<file path="src/rtl/axil_pkg.sv">
// axil_pkg: AXI4-Lite response/prot constants and the read-FSM state encoding
package axil_pkg;
   localparam logic [1:0] AXIL_RESP_OKAY    = 2'b00;
   localparam logic [1:0] AXIL_RESP_EXOKAY  = 2'b01;
   localparam logic [1:0] AXIL_RESP_SLVERR  = 2'b10;
   localparam logic [1:0] AXIL_RESP_DECERR  = 2'b11;
   localparam logic [2:0] AXIL_PROT_DEFAULT = 3'b000;
   typedef enum logic [1:0] {ST_IDLE, ST_AR, ST_R} rd_state_t;
endpackage

</file>
<file path="src/rtl/axil_read_handler_sat_counter.sv">
// sat_counter: counter that clears on clr, increments on inc and sticks at all-ones
//   clk, rst : clock, synchronous active-high reset
//   clr      : clear to zero (wins over inc)
//   inc      : increment by one unless already saturated
//   value    : current count
module sat_counter #(
   parameter int WIDTH = 8
) (
   input  logic             clk,
   input  logic             rst,
   input  logic             clr,
   input  logic             inc,
   output logic [WIDTH-1:0] value
);
   always_ff @(posedge clk) begin
      if (rst || clr) value <= '0;
      else if (inc && !(&value)) value <= value + 1'b1;
   end
endmodule

</file>
<file path="src/rtl/axil_read_handler.sv">
// axil_read_handler: AXI4-Lite read initiator turning a one-cycle request into AR+R handshakes
//   user side : read_addr/start_read in, ready/read_data/read_valid/read_error out,
//               err_count (saturating error responses), last_latency (accept-to-R cycles)
//   AXI side  : s_axil_ar* (address channel out), s_axil_r* (data channel in, rready out)
module axil_read_handler import axil_pkg::*; #(
   parameter int DATA_WIDTH    = 32,
   parameter int ADDR_WIDTH    = 5,
   parameter int ERR_CNT_WIDTH = 8,
   parameter int LAT_WIDTH     = 16
) (
   input  logic                     clk,
   input  logic                     rst,
   input  logic [ADDR_WIDTH-1:0]    read_addr,
   input  logic                     start_read,
   output logic                     ready,
   output logic [DATA_WIDTH-1:0]    read_data,
   output logic                     read_valid,
   output logic                     read_error,
   output logic [ERR_CNT_WIDTH-1:0] err_count,
   output logic [LAT_WIDTH-1:0]     last_latency,
   output logic [ADDR_WIDTH-1:0]    s_axil_araddr,
   output logic [2:0]               s_axil_arprot,
   output logic                     s_axil_arvalid,
   input  logic                     s_axil_arready,
   input  logic [DATA_WIDTH-1:0]    s_axil_rdata,
   input  logic [1:0]               s_axil_rresp,
   input  logic                     s_axil_rvalid,
   output logic                     s_axil_rready
);
   rd_state_t            r_state, w_state_next;
   logic                 w_accept, w_ar_hs, w_r_hs, w_r_err;
   logic [LAT_WIDTH-1:0] w_lat_cnt;
   assign s_axil_arprot = AXIL_PROT_DEFAULT;
   // rready is high exactly in ST_R and arvalid exactly in ST_AR, so the
   // handshakes reduce to state plus the slave's signal.
   always_comb begin
      w_accept     = (r_state == ST_IDLE) && start_read;
      w_ar_hs      = (r_state == ST_AR) && s_axil_arready;
      w_r_hs       = (r_state == ST_R) && s_axil_rvalid;
      w_r_err      = s_axil_rresp != AXIL_RESP_OKAY;
      w_state_next = r_state;
      if (w_accept) w_state_next = ST_AR;
      else if (w_ar_hs) w_state_next = ST_R;
      else if (w_r_hs) w_state_next = ST_IDLE;
   end
   always_ff @(posedge clk) begin
      if (rst) r_state <= ST_IDLE;
      else r_state <= w_state_next;
   end
   always_ff @(posedge clk) begin
      if (rst) begin
         ready          <= 1'b1;
         s_axil_arvalid <= 1'b0;
         s_axil_araddr  <= '0;
         s_axil_rready  <= 1'b0;
         read_valid     <= 1'b0;
         read_error     <= 1'b0;
         read_data      <= '0;
         last_latency   <= '0;
      end else begin
         read_valid <= w_r_hs;
         if (w_accept) begin
            s_axil_araddr  <= read_addr;
            s_axil_arvalid <= 1'b1;
            ready          <= 1'b0;
         end
         if (w_ar_hs) begin
            s_axil_arvalid <= 1'b0;
            s_axil_rready  <= 1'b1;
         end
         if (w_r_hs) begin
            s_axil_rready <= 1'b0;
            ready         <= 1'b1;
            read_data     <= s_axil_rdata;
            read_error    <= w_r_err;
            // count excludes the completing edge itself, hence the +1
            last_latency  <= &w_lat_cnt ? w_lat_cnt : w_lat_cnt + 1'b1;
         end
      end
   end
   sat_counter #(.WIDTH(LAT_WIDTH)) u_lat_cnt (
      .clk   (clk),
      .rst   (rst),
      .clr   (w_accept),
      .inc   (r_state != ST_IDLE),
      .value (w_lat_cnt)
   );
   sat_counter #(.WIDTH(ERR_CNT_WIDTH)) u_err_cnt (
      .clk   (clk),
      .rst   (rst),
      .clr   (1'b0),
      .inc   (w_r_hs && w_r_err),
      .value (err_count)
   );
endmodule

</file>
<file path="config.mk">
export PLATFORM = sky130hd
export DESIGN_NAME = axil_read_handler
export DESIGN_NICKNAME = d
export VERILOG_FILES = /design/src/rtl/axil_pkg.sv /design/src/rtl/axil_read_handler_sat_counter.sv /design/src/rtl/axil_read_handler.sv
export SDC_FILE = /design/constraint.sdc
export NUM_CORES = 1
export LEC_CHECK = 0
export CORE_MARGIN = 2
export CORE_UTILIZATION = 41
export DETAILED_ROUTE_END_ITERATION = 16
export PLACE_DENSITY = 0.74
export SYNTH_ARGS = -nofsm -noshare
export SYNTH_HDL_FRONTEND = slang
export SYNTH_SLANG_ARGS = --single-unit
</file>
<file path="constraint.sdc">
create_clock -name clk -period 5.4 [get_ports clk]
set_clock_uncertainty 0.2 [all_clocks]
set_input_delay 0.54 -clock clk [delete_from_list [all_inputs] [get_ports clk]]
set_output_delay 0.54 -clock clk [all_outputs]
set_load 0.005 [all_outputs]
</file>
==> summary.txt <==
Setup path
  – CP Launch Type: input pin
  – R2r endpoint: u_lat_cnt.value[13]$_SDFFE_PP0P_
  – Crit path max fanout: 44
  – R2R Setup Slk: approximately 2700 ps
  – Crit Path Category: input pin to flip-flop
  – Critical Path RT: between 5000 and 6000 ps
  – Worst Reg-to-Reg Cells: 6
  – Critical path endpoint category: flip-flop
  – Arrival @ worst endpoint: about 3000 ps
  – Worst R2R Start: u_lat_cnt.value[0]$_SDFFE_PP0P_

Clock network
  – CTS resizes: 0
  – Cts hold-fix bufs: 0
  – Total CTS buffers: 9
  – Clock Pin Slew Worst Setup and Hold Paths: around 80 ps
  – Clock Path Buffers: 2
  – Worst skew pair latency: 340 ps
  – Clock root buffer: clkbuf_8
  – CTS tree: yes
  – H-tree Lvls: 3
  – Post-CTS setup buffer count: 0
  – Clk sinks: 84

Power and ir drop
  – Leak pwr: 1.67 nW
  – Total Power: approximately 1.1 mW
  – Power per Cell Area: ~240 nW/um2
  – Worst VDD drop: 0.000116 V

Global routing
  – Vias in the first global route: 2,805
  – Pin count of the biggest net entering global routing: around 50
  – Total global routing overflow: 0
  – Tot GR Track Use: 18.8%
  – Initial antenna violation count: 0
  – First-pass GRT wire length: roughly 14,000 um

STA
  – Period utilisation layout: between 50% and 60%
  – Fin. Hold Viols: 0
  – RSZ-0062 raised after global routing: no
  – Tmin final: between 2000 and 3000 ps
  – Max-slew violation count: 0
  – Fmax: between 300 and 400 MHz
  – Worst-Margin Slew: around 1100 ps
  – Endpoints failing setup: 0
  – Post-route setup TNS: 0 ps
  – Slew headroom: 25.0%

Yosys
  – Post-synth top area cell: dfxtp_1
  – Synth top area share: a little under 50%
  – Post-synthesis cell count: between 300 and 400
  – Sequential fraction of the synthesis area: about 48%
  – Yosys reg bits: 84
  – Predominant post-synthesis flop cell: dfxtp_1
  – Top-count cell post-synth: dfxtp_1
  – Synthesized area: 3490 um2
  – Synth cell types: 56
  – Fraction of registers with async set/reset: 0%
  – Average size of a mapped cell: approximately 9.3 um2
  – Syn. warnings: 0
  – Post-synth EDFFs: 0
  – Synth top area cells: dfxtp_1 48%, a22o_1 8.0%, nand2_1 5.1%, a21oi_1 3.4%, mux2i_1 2.9%
  – List of most frequent post-synthesis cells: 84 x dfxtp_1, 47 x nand2_1, 32 x a22o_1, 24 x a21oi_1, 17 x clkbuf_1

Placement
  – Dpl hpwl: roughly 6300 um
  – Gpl congestion: 0.928
  – Placed Cells: approximately 560
  – Post-DP Area: approximately 4600 um2
  – Port buffer count: roughly 110

Routing
  – Total wire length: roughly 8900 um
  – Final ANT Viol Nets: 0
  – 1st-pass router iterations: 5
  – WL per Instance: approximately 15 um
  – DR iter-0 viols: 152
  – Vias: roughly 3.2k
  – Via/cell ratio: between 5 and 6
  – DRC errors left: 0

Floorplan
  – Overall die area: roughly 9000 um2
  – Die width: ~96 um
  – CORE AREA: just over 8000 um2
  – Num ports: about 110
  – Die height: just under 100 um
  – Initial core utilization: between 40% and 50%
  – Core Rows: 33

Worst hold path
  – Worst hold start: s_axil_araddr[2]$_SDFFE_PP0P_
  – Hold Path Stages: 2
  – Hold WC Path Type: flip-flop to flip-flop
  – Hold worst-path end: s_axil_araddr[2]$_SDFFE_PP0P_

Final layout
  – Cell Count, Final, Fillers Out: around 580
  – Share of cells above drive strength 1: approximately 5.5%
  – Finished Cell Area: 4750 um2
  – Layout area overhead: 36.2%
  – Inserted Diodes: 0
  – Final nets: 513

Status
  – Status: finished, final reports clean

Flow run
  – Max-cap violation count: 0
registers in the layout, indices dropped and copies added, names as in the netlist:
signal	cells
last_latency	16
r_state	2
read_data	32
read_error	1
read_valid	1
ready	1
s_axil_araddr	5
s_axil_arvalid	1
s_axil_rready	1
u_err_cnt.value	8
u_lat_cnt.value	16
cell families (layout without fill, tap and decap cells):
group                      count (synthesis)  count (layout)  share of synthesized area [%]
AOI/OAI and AO/OA                        106             106                           22.3
xor gates and xnor gates                   7               7                           1.76
adders and majority gates                  2               2                          0.717
buffers and inverters                     37             133                           5.06
DFF                                       84              84                           48.2
muxes                                     11              11                           3.19
other                                      1               3                          0.107
and+or+nand+nor                          126             126                           18.7
critical path, stage by stage:
cell,delay (ps)
clkdlybuf4s50_1,1120
nand2b_1,410
clkinv_1,110
buf_4,280
and3_1,260
a221o_1,270
area by class of cell:
cell class                 instances  area [um2]
clock buffer                      12         135
clock inverter                     4        26.3
fill                             733        3460
inverter                           5        18.8
multi-input combinational        255        1650
sequential                        84        1680
tap                              105         131
timing repair buffer             112        1110
cells in the final DEF, fill, tap and decap left out, drive strengths merged, types with 5 or more instances in the layout:
cell / instances
a21oi: 25
a22o: 32
clkbuf: 12
clkdlybuf4s50: 109
dfxtp: 84
mux2i: 10
nand2: 47
nand3: 13
nand4: 10
nor2: 14
nor3: 7
o21ai: 15
o31ai: 5
or3: 7
xnor2: 5
per-stage QoR:
stage	hold WS [ps]	worst slack, ps	utilization [%]
after CTS	261	2420	57.8
final	257	2420	57.8
after global placement	242	2120	55.9
after global routing	288	2200	57.8
after floorplan	239	3530	-
after detailed placement	246	2060	55.9
worst max path at each step:
stage | startpoint | endpoint | slack [ps]
2_1_floorplan | u_lat_cnt.value[0]$_SDFFE_PP0P_ | u_lat_cnt.value[13]$_SDFFE_PP0P_ | 3530
3_3_place_gp | rst | last_latency[13]$_SDFFE_PP0P_ | 2120
3_5_place_dp | rst | last_latency[9]$_SDFFE_PP0P_ | 2060
4_1_cts | rst | last_latency[9]$_SDFFE_PP0P_ | 2420
5_1_grt | rst | last_latency[9]$_SDFFE_PP0P_ | 2200
6_report | rst | last_latency[9]$_SDFFE_PP0P_ | 2420
power breakdown:
| part | total [mW] | internal [mW] | switching [mW] |
|---|---|---|---|
| clock | 0.386 | 0.167 | 0.219 |
| combinational | 0.101 | 0.0569 | 0.0445 |
| sequential | 0.640 | 0.630 | 0.00950 |
routing by layer:
| metal | global-route usage [%] | part of all wire [%] | vias to the layer above |
|---|---|---|---|
| met5 | 0 | 0 | - |
| met1 | 24.7 | 44 | 1514 |
| met3 | 4.62 | 7.6 | 13 |
| met4 | 8.57 | 2.1 | 0 |
| met2 | 29.0 | 46 | 122 |
| li1 | - | - | 1560 |
No activity file was read; power rests on OpenSTA's default activity.
